**config.mk**
```make
export PLATFORM = sky130hd
export DESIGN_NAME = execution_stage_flat
export DESIGN_NICKNAME = d
export VERILOG_FILES = /design/src/rtl/execution_stage_if.sv /design/src/rtl/execution_stage.sv /design/src/flat_wrapper.sv
export SDC_FILE = /design/constraint.sdc
export NUM_CORES = 1
export LEC_CHECK = 0
export ABC_AREA = 1
export ABC_CLOCK_PERIOD_IN_PS = 3700
export CAP_MARGIN = 0
export CORE_UTILIZATION = 45
export CTS_CLUSTER_SIZE = 25
export DETAILED_ROUTE_END_ITERATION = 10
export GPL_ROUTABILITY_DRIVEN = 0
export PLACE_DENSITY = 0.7
export RECOVER_POWER = 50
export REMOVE_ABC_BUFFERS = 1
export SYNTH_ARGS = -nofsm -noshare
export SYNTH_HDL_FRONTEND = slang
export SYNTH_SLANG_ARGS = --single-unit
```
**constraint.sdc**
```tcl
create_clock -name clk3 -period 3.7 [get_ports clk3]
set_input_delay 0.37 -clock clk3 [delete_from_list [all_inputs] [get_ports clk3]]
set_output_delay 0.37 -clock clk3 [all_outputs]
set_load 0.01 [all_outputs]
```
**src/rtl/execution_stage_if.sv**
```systemverilog
// Decode-to-execute-to-memory bundle for the 8-bit pipeline's execute stage.
interface execution_stage_if #(
   parameter int WIDTH    = 8,
   parameter int REG_BITS = 5
);
   logic                valid_in;
   logic [WIDTH-1:0]    A_in;
   logic [WIDTH-1:0]    B_in;
   logic [WIDTH-1:0]    imm_in;
   logic                imm_sel;
   logic [2:0]          alu_sel;
   logic [REG_BITS-1:0] RW_in;
   logic                mem_en_in;
   logic                mem_rw_in;
   logic                mem_mux_sel_in;
   logic                stall;
   logic [WIDTH-1:0]    ans_ex;
   logic [WIDTH-1:0]    B_bypass;
   logic [REG_BITS-1:0] RW_ex;
   logic                mem_en_ex;
   logic                mem_rw_ex;
   logic                mem_mux_sel_ex;
   logic                zero_ex;

   modport master (
      output valid_in, A_in, B_in, imm_in, imm_sel, alu_sel, RW_in,
             mem_en_in, mem_rw_in, mem_mux_sel_in,
      input  stall, ans_ex, B_bypass, RW_ex, mem_en_ex, mem_rw_ex,
             mem_mux_sel_ex, zero_ex
   );

   modport slave (
      input  valid_in, A_in, B_in, imm_in, imm_sel, alu_sel, RW_in,
             mem_en_in, mem_rw_in, mem_mux_sel_in,
      output stall, ans_ex, B_bypass, RW_ex, mem_en_ex, mem_rw_ex,
             mem_mux_sel_ex, zero_ex
   );
endinterface

```
**src/rtl/execution_stage.sv**
```systemverilog
// Execute stage: single-cycle ALU plus an 8-step shift-add multiplier that
// stalls decode while it iterates.
//
// state   | meaning
// IDLE    | single-cycle ops retire directly; a MUL is accepted here
// MUL_RUN | one shift-add step per edge; final step retires the product
module execution_stage #(
   parameter int WIDTH     = 8,
   parameter int REG_BITS  = 5,
   parameter int MUL_STEPS = 8
) (
   input  logic            clk3,
   input  logic            reset,
   execution_stage_if.slave ex
);
   localparam int CNT_W = $clog2(MUL_STEPS);
   localparam logic [2:0] OP_MUL = 3'b111;

   typedef enum logic {IDLE, MUL_RUN} state_t;
   typedef enum logic [1:0] {OUT_BUBBLE, OUT_ALU, OUT_MUL} out_sel_t;

   state_t              state, state_next;
   out_sel_t            out_sel;
   logic                mul_start, mul_step, last_step, stall;

   logic [WIDTH-1:0]    op2, alu_result, acc_next;
   logic [WIDTH-1:0]    mcand, mplier, acc;
   logic [CNT_W-1:0]    count;

   logic [WIDTH-1:0]    cap_b;
   logic [REG_BITS-1:0] cap_rw;
   logic                cap_mem_en, cap_mem_rw, cap_mem_mux;

   assign op2       = ex.imm_sel ? ex.imm_in : ex.B_in;
   assign last_step = (count == CNT_W'(MUL_STEPS - 1));
   assign acc_next  = acc + (mplier[0] ? mcand : '0);
   assign ex.stall  = stall;

   always_comb begin
      alu_result = '0;
      case (ex.alu_sel)
         3'b000:  alu_result = ex.A_in + op2;
         3'b001:  alu_result = ex.A_in - op2;
         3'b010:  alu_result = ex.A_in & op2;
         3'b011:  alu_result = ex.A_in | op2;
         3'b100:  alu_result = ex.A_in ^ op2;
         3'b101:  alu_result = ex.A_in << op2[2:0];
         3'b110:  alu_result = ex.A_in >> op2[2:0];
         default: alu_result = '0;   // MUL goes through the iterative path
      endcase
   end

   always_ff @(posedge clk3 or posedge reset) begin
      if (reset) state <= IDLE;
      else       state <= state_next;
   end

   always_comb begin
      state_next = state;
      case (state)
         IDLE:    if (ex.valid_in && ex.alu_sel == OP_MUL) state_next = MUL_RUN;
         MUL_RUN: if (last_step) state_next = IDLE;
         default: state_next = IDLE;
      endcase
   end

   // stall drops in the final step so decode advances on the retiring edge
   always_comb begin
      stall     = 1'b0;
      out_sel   = OUT_BUBBLE;
      mul_start = 1'b0;
      mul_step  = 1'b0;
      case (state)
         IDLE: begin
            if (ex.valid_in) begin
               if (ex.alu_sel == OP_MUL) begin
                  stall     = 1'b1;
                  mul_start = 1'b1;
               end else begin
                  out_sel = OUT_ALU;
               end
            end
         end
         MUL_RUN: begin
            mul_step = 1'b1;
            if (last_step) out_sel = OUT_MUL;
            else           stall   = 1'b1;
         end
         default: ;
      endcase
   end

   always_ff @(posedge clk3 or posedge reset) begin
      if (reset) begin
         mcand             <= '0;
         mplier            <= '0;
         acc               <= '0;
         count             <= '0;
         cap_b             <= '0;
         cap_rw            <= '0;
         cap_mem_en        <= 1'b0;
         cap_mem_rw        <= 1'b0;
         cap_mem_mux       <= 1'b0;
         ex.ans_ex         <= '0;
         ex.B_bypass       <= '0;
         ex.RW_ex          <= '0;
         ex.mem_en_ex      <= 1'b0;
         ex.mem_rw_ex      <= 1'b0;
         ex.mem_mux_sel_ex <= 1'b0;
         ex.zero_ex        <= 1'b0;
      end else begin
         if (mul_start) begin
            mcand       <= ex.A_in;
            mplier      <= op2;
            acc         <= '0;
            count       <= '0;
            cap_b       <= ex.B_in;
            cap_rw      <= ex.RW_in;
            cap_mem_en  <= ex.mem_en_in;
            cap_mem_rw  <= ex.mem_rw_in;
            cap_mem_mux <= ex.mem_mux_sel_in;
         end else if (mul_step) begin
            acc    <= acc_next;
            mcand  <= mcand << 1;
            mplier <= mplier >> 1;
            count  <= count + CNT_W'(1);
         end

         case (out_sel)
            OUT_ALU: begin
               ex.ans_ex         <= alu_result;
               ex.B_bypass       <= ex.B_in;
               ex.RW_ex          <= ex.RW_in;
               ex.mem_en_ex      <= ex.mem_en_in;
               ex.mem_rw_ex      <= ex.mem_rw_in;
               ex.mem_mux_sel_ex <= ex.mem_mux_sel_in;
               ex.zero_ex        <= (alu_result == '0);
            end
            OUT_MUL: begin
               ex.ans_ex         <= acc_next;
               ex.B_bypass       <= cap_b;
               ex.RW_ex          <= cap_rw;
               ex.mem_en_ex      <= cap_mem_en;
               ex.mem_rw_ex      <= cap_mem_rw;
               ex.mem_mux_sel_ex <= cap_mem_mux;
               ex.zero_ex        <= (acc_next == '0);
            end
            default: begin
               ex.ans_ex         <= '0;
               ex.B_bypass       <= '0;
               ex.RW_ex          <= '0;
               ex.mem_en_ex      <= 1'b0;
               ex.mem_rw_ex      <= 1'b0;
               ex.mem_mux_sel_ex <= 1'b0;
               ex.zero_ex        <= 1'b0;
            end
         endcase
      end
   end
endmodule
```
**src/flat_wrapper.sv**
```systemverilog
// flat-port wrapper written by rule: the top's interface ports become plain ports
module execution_stage_flat 
#(
   parameter int WIDTH     = 8,
   parameter int REG_BITS  = 5,
   parameter int MUL_STEPS = 8
)
  (clk3, reset, ex_valid_in, ex_A_in, ex_B_in, ex_imm_in, ex_imm_sel, ex_alu_sel, ex_RW_in, ex_mem_en_in, ex_mem_rw_in, ex_mem_mux_sel_in, ex_stall, ex_ans_ex, ex_B_bypass, ex_RW_ex, ex_mem_en_ex, ex_mem_rw_ex, ex_mem_mux_sel_ex, ex_zero_ex);
  execution_stage_if #(.WIDTH(WIDTH), .REG_BITS(REG_BITS)) ex_i ();
  input  logic clk3;
  input  logic reset;
  input wire logic [$bits(ex_i.valid_in)-1:0] ex_valid_in;
  input wire logic [$bits(ex_i.A_in)-1:0] ex_A_in;
  input wire logic [$bits(ex_i.B_in)-1:0] ex_B_in;
  input wire logic [$bits(ex_i.imm_in)-1:0] ex_imm_in;
  input wire logic [$bits(ex_i.imm_sel)-1:0] ex_imm_sel;
  input wire logic [$bits(ex_i.alu_sel)-1:0] ex_alu_sel;
  input wire logic [$bits(ex_i.RW_in)-1:0] ex_RW_in;
  input wire logic [$bits(ex_i.mem_en_in)-1:0] ex_mem_en_in;
  input wire logic [$bits(ex_i.mem_rw_in)-1:0] ex_mem_rw_in;
  input wire logic [$bits(ex_i.mem_mux_sel_in)-1:0] ex_mem_mux_sel_in;
  output wire logic [$bits(ex_i.stall)-1:0] ex_stall;
  output wire logic [$bits(ex_i.ans_ex)-1:0] ex_ans_ex;
  output wire logic [$bits(ex_i.B_bypass)-1:0] ex_B_bypass;
  output wire logic [$bits(ex_i.RW_ex)-1:0] ex_RW_ex;
  output wire logic [$bits(ex_i.mem_en_ex)-1:0] ex_mem_en_ex;
  output wire logic [$bits(ex_i.mem_rw_ex)-1:0] ex_mem_rw_ex;
  output wire logic [$bits(ex_i.mem_mux_sel_ex)-1:0] ex_mem_mux_sel_ex;
  output wire logic [$bits(ex_i.zero_ex)-1:0] ex_zero_ex;
  assign ex_i.valid_in = ex_valid_in;
  assign ex_i.A_in = ex_A_in;
  assign ex_i.B_in = ex_B_in;
  assign ex_i.imm_in = ex_imm_in;
  assign ex_i.imm_sel = ex_imm_sel;
  assign ex_i.alu_sel = ex_alu_sel;
  assign ex_i.RW_in = ex_RW_in;
  assign ex_i.mem_en_in = ex_mem_en_in;
  assign ex_i.mem_rw_in = ex_mem_rw_in;
  assign ex_i.mem_mux_sel_in = ex_mem_mux_sel_in;
  assign ex_stall = ex_i.stall;
  assign ex_ans_ex = ex_i.ans_ex;
  assign ex_B_bypass = ex_i.B_bypass;
  assign ex_RW_ex = ex_i.RW_ex;
  assign ex_mem_en_ex = ex_i.mem_en_ex;
  assign ex_mem_rw_ex = ex_i.mem_rw_ex;
  assign ex_mem_mux_sel_ex = ex_i.mem_mux_sel_ex;
  assign ex_zero_ex = ex_i.zero_ex;
  execution_stage #(.WIDTH(WIDTH), .REG_BITS(REG_BITS), .MUL_STEPS(MUL_STEPS)) u_core (.clk3(clk3), .reset(reset), .ex(ex_i));
endmodule
```
# == Word level (Yosys, flattened, before mapping) ==
# Index checks and enable logic that the tools add are counted.
# totals
reg_bits,69
output_inout_bits,26
elab_cells,72
# op_classes
n_addsub,4
eq_ne,10
shifts,2
mux,30
n_bitwise,4
n_reduce_logical,5
# op_table
operator,count
$mux W8,8
$pmux W8 S7,1
$pmux W8 S2,2
$add A8 B8 Y8,2
$logic_not A8 Y1,2
$eq A3 B3 Y1 const B,5
$pmux W1 S2,6
$pmux W5 S2,1
$and A8 B8 Y8,1
$or A8 B8 Y8,1
$shl A8 B3 Y8,1
$shr A8 B3 Y8,1
$sub A8 B8 Y8,1
$xor A8 B8 Y8,1
$mux W1,7
$eq A3 B2 Y1 const B,2
$mux W3,2
$mux W2,2
$pmux W2 S2,1
$add A3 B1 Y3 const B,1
$eq A3 B1 Y1 const B,1
$logic_not A3 Y1,1
$eq A2 B1 Y1 const B,1
$eq A2 B2 Y1 const B,1
3 further kinds,3

# == Longest topological paths before layout ==
# Gate-level depths: netlist of the first run.
# depth
ltp_word,6
depth_mapped,21
mapped_depth_nobuf,19

# == Least setup slack after synthesis of the first run ==
# OpenSTA, ideal clock, no wires.
# synth_timing
kind,input-to-reg
from,input ex_imm_sel
to,register u_core.ex.zero_ex
arrival_ns,2.651
required_ns,3.634
setup_slack_ns,0.983
path_stages,20
path_buffers,2
path_cell_list,inv_2 nand2_1 nand2_1 buf_6 buf_6 ha_1 inv_1 nor3_1 nor2_1 xor2_1 ha_1 nand2_1 or2_2 nand3_1 nand2_1 nand3_1 nand4_1 nor2_1 nand3_1 nand2_1
# synth_via
elab_chain_len,5
elab_cells_between_ends,11
# synth_lines
item,line,text
start: declaration,flat_wrapper.sv:16,input wire logic [$bits(ex_i.imm_sel)-1:0] ex_imm_sel;
$mux W8 (*),execution_stage.sv:34,assign op2 = ex.imm_sel ? ex.imm_in : ex.B_in;
$sub A8 B8 Y8 (tied with other cells),execution_stage.sv:43,3'b001: alu_result = ex.A_in - op2;
$pmux W8 S7 (*),execution_stage.sv:41,case (ex.alu_sel)
$logic_not A8 Y1 (*),execution_stage.sv:137,ex.zero_ex <= (alu_result == '0);
$pmux W1 S2 (*),execution_stage.sv:129,case (out_sel)
end signal: assignment,execution_stage.sv:137,
end signal: assignment,execution_stage.sv:146,ex.zero_ex <= (acc_next == '0);
end: declaration,execution_stage_if.sv:36,"mem_mux_sel_ex, zero_ex"
# Mark *: on every way between the ends. The rest lies on a longest branch, timed or not.
# A chain may end at the register's enable or synchronous reset.

# == Worst setup path in the final report of the first run ==
# layout_timing
from,input ex_imm_sel
to,register u_core.ex.ans_ex[5]
# layout_via
elab_chain_len,4
elab_cells_between_ends,10
# layout_lines
item,line,text
$mux W8 (*),execution_stage.sv:34,
$sub A8 B8 Y8 (tied with other cells),execution_stage.sv:43,
$pmux W8 S7 (*),execution_stage.sv:41,
$pmux W8 S2 (*),execution_stage.sv:129,
end signal: assignment,execution_stage.sv:131,ex.ans_ex <= alu_result;
end signal: assignment,execution_stage.sv:140,ex.ans_ex <= acc_next;
end: declaration,execution_stage_if.sv:35,"output stall, ans_ex, B_bypass, RW_ex, mem_en_ex, mem_rw_ex,"
# Marked as above.

==> flow_metrics.tcl, run 1 <==
set metrics [dict create \
    setup_slack_ns 0.582 \
    io_pins 65 \
    initial_core_util_pct 47.1 \
    wirelength_um 12600 \
    startpoint_type "primary input" \
    antenna_found_initial 0 \
    synthFlopType "dfrtp_1" \
    finClkSkew_ns 0.00731 \
    die_y_um 104 \
    overflow 0 \
    drc 0 \
    timing.rr.end "u_core.ex.zero_ex" \
    fmax_mhz 321 \
    period_needed_ns 3.12 \
    rsz0062_at_grt "false" \
    grt_use_total_pct 24.0 \
    tns_ns 0 \
    post-place-ws_ns 0.270 \
    violations "max-capacitance violations, max-slew violations" \
    hpwl_um 9530 \
    synthTopCellsByArea "dfrtp_1 (37%), nand2_1 (14%), ha_1 (9.3%)" \
    initialDrtViolationCount 353 \
    nNetsFinal 783 \
    maxCapViolations 1 \
    grt_max_degree 70 \
    netlist.top_cell.by_area "dfrtp_1" \
    post-route-cell-area_sq_mm 0.00566 \
    wl_per_cell_um 14.9 \
    hold_path_end "u_core.count[0]" \
    crit_arrival_ns 3.30 \
    power.leakage_nw 2.92 \
    synth_cells 641 \
    grt.busiest_layer "met2" \
    crit_type "in2reg" \
    yosysWarnings 0 \
    timing.rr.start "u_core.mplier[0]" \
    synth-seq-cells 69 \
    p_per_area_mw_per_mm2 494 \
    ir_worst_vdd_mv 0.218 \
    syn_avg_cell_area_sq_um 7.31 \
    fill_cells 918 \
    cts.path.max_buffers 2 \
    dieArea_sq_mm 0.0108 \
    grt_use_met1_pct 32.3 \
    syn_area_sq_mm 0.00469 \
    cts.sinks 69 \
    grt_pass1_wl_um 20900 \
    cts_made_buffers 9 \
    finalPower_w 0.00280 \
    grt_pass1_vias 4328 \
    vias_per_cell 5.41 \
    max-slew-margin-rel_pct -10.4 \
    synth_common_cells "nand2_1 (177), inv_1 (98), dfrtp_1 (69), nand3_1 (66), o21ai_0 (50)" \
    cts-hold-fix-buffers 0 \
    period_share_pct 84.3 \
    cts_resized 0 \
    reg2reg_depth 12 \
    clk_latency_ns 0.35 \
    crit_fanout 10 \
    firstDrtPassIters 5 \
    yosysSeqAreaShare_pct 36.8 \
    io_buffer_count 64 \
    outcome "finished, violations left" \
    hold_violations 0 \
    whs_path_depth 1 \
    r2r_slack_ns 1.36 \
    core-area_sq_mm 0.00995 \
    yosys.cell_count.top_type "nand2_1" \
    slew_viol_final 70 \
    post-cts-setup-buffers 0 \
    final_util_pct 56.9 \
    grt_use_met2_pct 39.1 \
    holdCritPathClass "reg2reg" \
    cts_tree "built" \
    crit_path_end_kind "flop" \
    root_buffer "clkbuf_8" \
    hp-start "u_core.count[0]" \
    yosys.cell_types.count 29 \
    synth_edf_count 0 \
    placed_area_sq_mm 0.00546 \
    rows 36 \
    die_w_um 104 \
    cp.required_ns 3.88 \
    met3_usage_pct 3.63 \
    num_vias 4574 \
    h-tree-depth 3 \
    worstMarginPinSlew_ns 1.66 \
    ant_nets 0 \
    path_clk_slew_ns 0.08 \
    area_delta_synth_final_pct 20.9 \
    synth_top_area_share_pct 36.8 \
    layout-drive-gt1-share_pct 5.48 \
    setup_viol 0 \
    antenna_cells 0 \
    async_flop_share_pct 100 \
]
[sequential cells by signal, summed over array words and instances, names as in the netlist]
| name | cells |
|---|---|
| u_core.cap_rw | 5 |
| u_core.count | 3 |
| u_core.ex.RW_ex | 5 |
| u_core.ex.mem_en_ex | 1 |
| u_core.ex.B_bypass | 8 |
| u_core.cap_b | 8 |
| u_core.cap_mem_mux | 1 |
| u_core.acc | 8 |
| u_core.ex.ans_ex | 8 |
| u_core.cap_mem_en | 1 |
| u_core.ex.mem_rw_ex | 1 |
| u_core.cap_mem_rw | 1 |
| u_core.state | 1 |
| u_core.mcand | 8 |
| u_core.mplier | 8 |
| u_core.ex.mem_mux_sel_ex | 1 |
| u_core.ex.zero_ex | 1 |
[critical path: stages]
cell             delay, ns
clkdlybuf4s50_1       0.46
buf_4                 0.19
o21ai_2               0.56
nor3_1                0.14
nor2_1                0.14
xor2_1                0.08
ha_1                  0.35
nand2_1               0.11
or2_2                 0.32
nand3_1               0.07
nand2_1               0.05
nand3_1               0.08
nand4_1               0.16
nand2_1               0.09
o21ai_0               0.10
[layer usage]
layer  wire length (um)  part of all wire, %
met1               5620                   45
met2               5820                   46
met5                  0                    0
met3                846                  6.7
met4                272                  2.2
[power by group]
| group | internal (W) | switching (W) | leakage [nW] |
|---|---|---|---|
| Combinational | 0.000403 | 0.000639 | 1.92 |
| Clock | 0.000335 | 0.000316 | 0.103 |
| Sequential | 0.000996 | 0.000106 | 0.905 |
[how the worst max path moves through the flow]
stage | from | end | slack [ns] | cells after the start
3_5_place_dp | ex_imm_sel | u_core.ex.ans_ex[5] | 0.27 | 15
3_3_place_gp | ex_imm_sel | u_core.ex.zero_ex | 0.30 | 16
2_1_floorplan | ex_imm_sel | u_core.ex.zero_ex | 0.87 | 18
5_1_grt | ex_imm_sel | u_core.ex.zero_ex | 0.31 | 19
4_1_cts | ex_imm_sel | u_core.ex.zero_ex | 0.63 | 19
6_report | ex_imm_sel | u_core.ex.ans_ex[5] | 0.58 | 15
[cell type report]
class	count	area [sq um]	share of cell area [%]
well taps	133	166	2.94
inverters	99	372	6.56
clock buffers	10	138	2.43
repair buffers	72	698	12.3
flip-flops and latches	69	1730	30.5
multi-input cells	456	2490	44.0
clock inverters	6	68.8	1.22
[kinds of logic after synthesis]
kind of cell,after synthesis,synth area share [%]
and+or+nand+nor,306,28.1
buffers and inverters,116,9.99
AOI/OAI and AO/OA,100,12.4
DFF,69,36.8
adders and majority gates,37,10.2
xor gates and xnor gates,13,2.43
[metrics by stage]
stage / hold slack, ns / cells
5_1_grt: 0.527 / 845
2_1_floorplan: 0.450 / 624
6_report: 0.492 / 845
4_1_cts: 0.493 / 845
3_3_place_gp: 0.468 / 829
3_5_place_dp: 0.481 / 829
[cell usage in the layout, fill, tap and decap left out]
cell / count
nor3_1: 3
xor2_1: 11
clkbuf_8: 10
nor3_2: 1
nor2_2: 1
clkinv_2: 1
bufinv_16: 1
nand2_4: 2
nand4_1: 10
buf_4: 7
xnor2_1: 2
inv_1: 97
fa_1: 2
inv_6: 2
dlygate4sd3_1: 14
nand3b_1: 2
clkinvlp_4: 1
o21ai_1: 1
nand3_2: 1
dfrtp_1: 69
o221ai_1: 14
o22ai_1: 11
clkdlybuf4s50_1: 50
clkinv_4: 1
or2_2: 3
a21oi_1: 20
o21ai_0: 50
nand3_1: 66
clkbuf_2: 1
inv_2: 1
a22o_1: 2
ha_1: 35
nor2_4: 1
nand2_1: 177
clkinv_1: 1
nor2_1: 36
nand2_2: 3
o21ai_2: 2
(Power assumes the default switching activity.)
==> run 2, diff against run 1 <==
--- a/config.mk
+++ b/config.mk
@@ -6,7 +6,7 @@
 export NUM_CORES = 1
 export LEC_CHECK = 0
 export ABC_AREA = 1
-export ABC_CLOCK_PERIOD_IN_PS = 3700
+export ABC_CLOCK_PERIOD_IN_PS = 3250
 export CAP_MARGIN = 0
 export CORE_UTILIZATION = 45
 export CTS_CLUSTER_SIZE = 25
==> constraint.sdc (replaced) <==
create_clock -name clk3 -period 3.25 [get_ports clk3]
set_input_delay 0.325 -clock clk3 [delete_from_list [all_inputs] [get_ports clk3]]
set_output_delay 0.325 -clock clk3 [all_outputs]
set_load 0.01 [all_outputs]
==> run 2 against run 1 <==
The flow still finishes with violations (max-capacitance violations, max-slew violations); sequential power is 15% higher; sequential share of layout area is 0.71 points lower; routed wire length grew 0.34%; combinational power rose by 18%; register-to-register slack got worse by 0.45 ns; global-route usage hardly changed; die area stayed put; setup slack worse by 0.22 ns; worst hold slack improved by 0.011 ns; non-clock buffer count is 15 higher; clock skew up 0.0060 ns; cell area increased by 2.4%.
==> flow_metrics.tcl, run 2 (synthesis gave the netlist of run 1 again) <==
set metrics [dict create \
    crit_chain "clkdlybuf4s50_1, inv_2, buf_4, nand2_1, nand2_1, nor3_1, nor2_1, xor2_1, ha_1, a21oi_1, o21ai_0, a21oi_1, nand3_1, nand3_1, nand2_1, nand2_1, o21ai_1" \
    place_inst 844 \
    holdCritPathClass "reg2reg" \
    rows 36 \
    worstMarginPinSlew_ns 1.62 \
    crit_type "in2reg" \
    firstDrtPassIters 5 \
    cts-hold-fix-buffers 0 \
    hpwl_um 9760 \
    multi_input_area_sq_mm 0.00249 \
    crit_family "simple AND/OR/NAND/NOR gates" \
    p_per_area_mw_per_mm2 568 \
    core-area_sq_mm 0.00995 \
    hp-start "u_core.acc[4]" \
    antenna_found_initial 0 \
    crit_path_end_kind "flop" \
    max-slew-margin-rel_pct -7.97 \
    crit_slowest_cell "clkdlybuf4s50_1" \
    cp.required_ns 3.46 \
    initialDrtViolationCount 293 \
    grt_pass1_vias 4379 \
    nNetsFinal 798 \
    drc 0 \
    finClkSkew_ns 0.0133 \
    area_delta_synth_final_pct 23.7 \
    tns_ns 0 \
    ant_nets 0 \
    h-tree-depth 3 \
    path_clk_slew_ns 0.09 \
    overflow 0 \
    grt_use_total_pct 24.0 \
    setup_viol 0 \
    path_buf_inv 3 \
    rsz0062_at_grt "false" \
    clk_latency_ns 0.35 \
    fmax_mhz 346 \
    die_w_um 104 \
    mostFrequentLayoutCell "nand2_1" \
    cts_tree "built" \
    root_buffer "clkbuf_8" \
    cts_made_buffers 9 \
    crit_top_cell "nand2_1" \
    crit_fanout 5 \
    grt_pass1_wl_um 20800 \
    fill_cells 922 \
    layout-drive-gt1-share_pct 7.43 \
    post-cts-setup-buffers 0 \
    final_util_pct 58.2 \
    vias_per_cell 5.38 \
    die_y_um 104 \
    initial_core_util_pct 47.1 \
    ir_worst_vdd_mv 0.236 \
    grt_max_degree 70 \
    startpoint_type "primary input" \
    outcome "finished, violations left" \
    register_area_sq_mm 0.00173 \
    timing.rr.start "u_core.mplier[0]" \
    antenna_cells 0 \
    slew_viol_final 70 \
    max_stage_delay_ns 0.57 \
    dieArea_sq_mm 0.0108 \
    wirelength_um 12600 \
    crit_arrival_ns 3.10 \
    crit_start "ex_imm_sel" \
    maxCapViolations 1 \
    violations "max-capacitance violations, max-slew violations" \
    period_share_pct 89.0 \
    cts.sinks 69 \
    cts.path.max_buffers 2 \
    wl_per_cell_um 14.6 \
    num_vias 4628 \
    mostFrequentLayoutCells "nand2_1 (177), inv_1 (97), dfrtp_1 (69)" \
    layoutNonFillerInstCount 860 \
    io_pins 65 \
    period_needed_ns 2.89 \
    hold_violations 0 \
    power.leakage_nw 3.00 \
    io_buffer_count 64 \
    cts_resized 0 \
]
==> run 2: cell count changes in the layout (fill, tap and decap cells not counted) <==
cell and delta:
bufinv_16 +1, inv_8 +1, clkinv_2 -1, buf_4 +15
clkbuf_8 -1
==> run 2: path summary, 6_finish.rpt <==
| check | end | slack [ns] | cells after the start |
|---|---|---|---|
| min in group asynchronous | u_core.ex.ans_ex[7] | 0.98 | 3 |
| max in group asynchronous | u_core.mplier[7] | 1.31 | 3 |
| hold / removal | u_core.acc[4] | 0.50 | 2 |
| setup / recovery | u_core.ex.ans_ex[7] | 0.36 | 17 |
| hold reg to reg | u_core.acc[4] | 0.50 | 2 |
| setup reg to reg | u_core.ex.zero_ex | 0.91 | 12 |
==> run 2: power breakdown <==
group	total [W]	switching [W]	internal [W]	leakage, nW
sequential	0.00126	0.000123	0.00113	0.905
combinational	0.00123	0.000737	0.000495	1.98
clock	0.000805	0.000361	0.000444	0.112
total	0.00329	0.00122	0.00207	3.00
==> run 2: area by class of cell <==
| class | count | area share (%) |
|---|---|---|
| flip-flops and latches | 69 | 29.8 |
| multi-input cells | 456 | 43.0 |
| inverters | 99 | 6.41 |
| well taps | 133 | 2.87 |
| clock inverters | 7 | 1.81 |
| repair buffers | 87 | 14.0 |
| clock buffers | 9 | 2.14 |
==> run 2: layer usage <==
layer  part of all wire, %  GRT usage (%)  vias up
met5                     0              0        -
met4                   3.0           11.0        0
met3                   6.1           3.70       39
met2                    47           38.8      184
met1                    44           31.6     2162
li1                      -              -     2243
==> run 2: per-stage QoR <==
| stage | setup slack (ns) | hold slack, ns | area [sq um] | power (W) |
|---|---|---|---|---|
| 2_1_floorplan | 0.469 | 0.446 | 4590 | 0.00201 |
| 3_3_place_gp | 0.0436 | 0.464 | 5580 | 0.00246 |
| 4_1_cts | 0.402 | 0.381 | 5810 | 0.00332 |
| 3_5_place_dp | 0.0322 | 0.485 | 5580 | 0.00251 |
| 5_1_grt | 0.110 | 0.532 | 5800 | 0.00353 |
| 6_report | 0.357 | 0.504 | 5800 | 0.00329 |
==> run 2: tightest hold or removal path: cells and delay by family, from the launching register on <==
kind | cells | cell delay, ns
AOI/OAI and AO/OA | 1 | 0.06
DFF | 1 | 0.36
and+or+nand+nor | 1 | 0.05
==> run 3, diff against run 2 <==
--- a/config.mk
+++ b/config.mk
@@ -9,10 +9,9 @@
 export ABC_CLOCK_PERIOD_IN_PS = 3250
 export CAP_MARGIN = 0
 export CORE_UTILIZATION = 45
-export CTS_CLUSTER_SIZE = 25
 export DETAILED_ROUTE_END_ITERATION = 10
 export GPL_ROUTABILITY_DRIVEN = 0
-export PLACE_DENSITY = 0.7
+export PLACE_DENSITY = 0.66
 export RECOVER_POWER = 50
 export REMOVE_ABC_BUFFERS = 1
 export SYNTH_ARGS = -nofsm -noshare
==> run 3 against run 2 <==
The flow still finishes with violations (max-capacitance violations, max-slew violations); fmax fell by 3.0%; die area did not move; via count fell by 0.86%; count of clock-buffer cells in the layout rose by 1; cell count rose by 0.35%; largest power group unchanged.
==> flow_metrics.tcl, run 3 (synthesis gave the netlist of run 1 again) <==
set metrics [dict create \
    io_buffer_count 64 \
    clk_latency_ns 0.36 \
    dieArea_sq_mm 0.0108 \
    cts.sinks 69 \
    grt_pass1_vias 4412 \
    grt_pass1_wl_um 21400 \
    period_share_pct 91.8 \
    slew_viol_final 69 \
    rsz0062_at_grt "false" \
    max-slew-margin-rel_pct -9.01 \
    startpoint_type "primary input" \
    setup_viol 0 \
    hold_violations 0 \
    grt_max_degree 69 \
    layout-drive-gt1-share_pct 7.53 \
    holdCritPathClass "in2async" \
    grt_use_total_pct 24.9 \
    post-place-ws_ns -0.0581 \
    initial_core_util_pct 47.1 \
    register_area_sq_mm 0.00173 \
    crit_path_end_kind "flop" \
    fill_cells 938 \
    antenna_found_initial 0 \
    wl_per_cell_um 14.9 \
    die_w_um 104 \
    fmax_mhz 335 \
    multi_input_area_sq_mm 0.00250 \
    ant_nets 0 \
    core-area_sq_mm 0.00995 \
    tns_ns 0 \
    crit_arrival_ns 3.21 \
    path_clk_slew_ns 0.08 \
    ir_worst_vdd_mv 0.283 \
    drc 0 \
    root_buffer "clkbuf_8" \
    num_vias 4588 \
    outcome "finished, violations left" \
    violations "max-capacitance violations, max-slew violations" \
    cp.required_ns 3.47 \
    worstMarginPinSlew_ns 1.64 \
    overflow 0 \
    finClkSkew_ns 0.0150 \
    io_pins 65 \
    firstDrtPassIters 5 \
    cts_made_buffers 9 \
    hpwl_um 9980 \
    period_needed_ns 2.98 \
    mostFrequentLayoutCell "nand2_1" \
    setup_slack_ns 0.268 \
    nNetsFinal 801 \
    antenna_cells 0 \
    cts_tree "built" \
    maxCapViolations 1 \
    h-tree-depth 3 \
    mostFrequentLayoutCells "nand2_1 (177), inv_1 (98), dfrtp_1 (69)" \
    vias_per_cell 5.32 \
    die_y_um 104 \
    p_per_area_mw_per_mm2 554 \
    initialDrtViolationCount 329 \
    power.leakage_nw 2.99 \
    area_delta_synth_final_pct 23.5 \
    crit_fanout 6 \
    crit_type "in2reg" \
    rows 36 \
    wirelength_um 12900 \
    cts.path.max_buffers 2 \
]
[run 3: routing by layer]
| metal | part of all wire, % | up-vias | global-route usage (%) |
|---|---|---|---|
| li1 | - | 2243 | - |
| met1 | 44 | 2139 | 32.3 |
| met2 | 46 | 178 | 41.0 |
| met3 | 6.7 | 28 | 4.70 |
| met4 | 2.6 | 0 | 10.0 |
| met5 | 0 | - | 0 |
[run 3: area by class of cell]
cell class	instances	share of cell area (%)
Clock buffer	10	2.20
Clock inverter	6	1.21
Inverter	99	6.42
Multi-Input combinational cell	456	43.1
Sequential cell	69	29.8
Tap cell	133	2.88
Timing Repair Buffer	90	14.3
[run 3: power breakdown]
part           total (W)  switching [W]  internal (W)  leakage (nW)
registers        0.00126       0.000125       0.00113         0.905
logic            0.00124       0.000740      0.000498          1.98
clock network   0.000709       0.000347      0.000361         0.101
total            0.00321        0.00121       0.00199          2.99
[run 3: critical path: stages]
cell and delay, ns:
clkdlybuf4s50_1 0.56, inv_2 0.10, nand2_1 0.12, nand2_2 0.07
ha_1 0.19, inv_1 0.10, nor3_2 0.06, a21oi_1 0.17
xor2_1 0.27, ha_1 0.33, a21oi_1 0.16, o21ai_0 0.10
a21oi_1 0.17, nand3_1 0.09, nand3_1 0.09, nand2_1 0.10
nand2_1 0.10, o21ai_1 0.09
[run 3: through the flow]
step           cell area (sq um)  instances  total power, W  hold WS, ns  util (%)
6_report                    5790        863         0.00321        0.247      58.1
5_1_grt                     5790        863         0.00344        0.243      58.1
4_1_cts                     5800        863         0.00324        0.118      58.3
3_5_place_dp                5610        847         0.00252        0.473      56.3
3_3_place_gp                5610        847         0.00247        0.463      56.3
2_1_floorplan               4590        624         0.00201        0.446         -
[run 3: timing repair]
action	in CTS	in global routing
gates resized for setup	0	1
setup endpoints to repair	0	1
hold buffers	0	0
setup buffers	0	0
[run 3: worst paths after layout]
kind | endpoint | slack (ns) | from | depth (start not counted)
max in group asynchronous | u_core.mplier[5] | 1.26 | reset | 3
min in group clk3 | u_core.count[0] | 0.48 | u_core.count[0] | 1
worst min-delay path | u_core.ex.RW_ex[0] | 0.25 | reset | 2
worst max-delay path | u_core.ex.ans_ex[7] | 0.27 | ex_imm_sel | 18
worst min register to register | u_core.count[0] | 0.48 | u_core.count[0] | 1
worst max register to register | u_core.ex.zero_ex | 0.82 | u_core.mplier[0] | 12
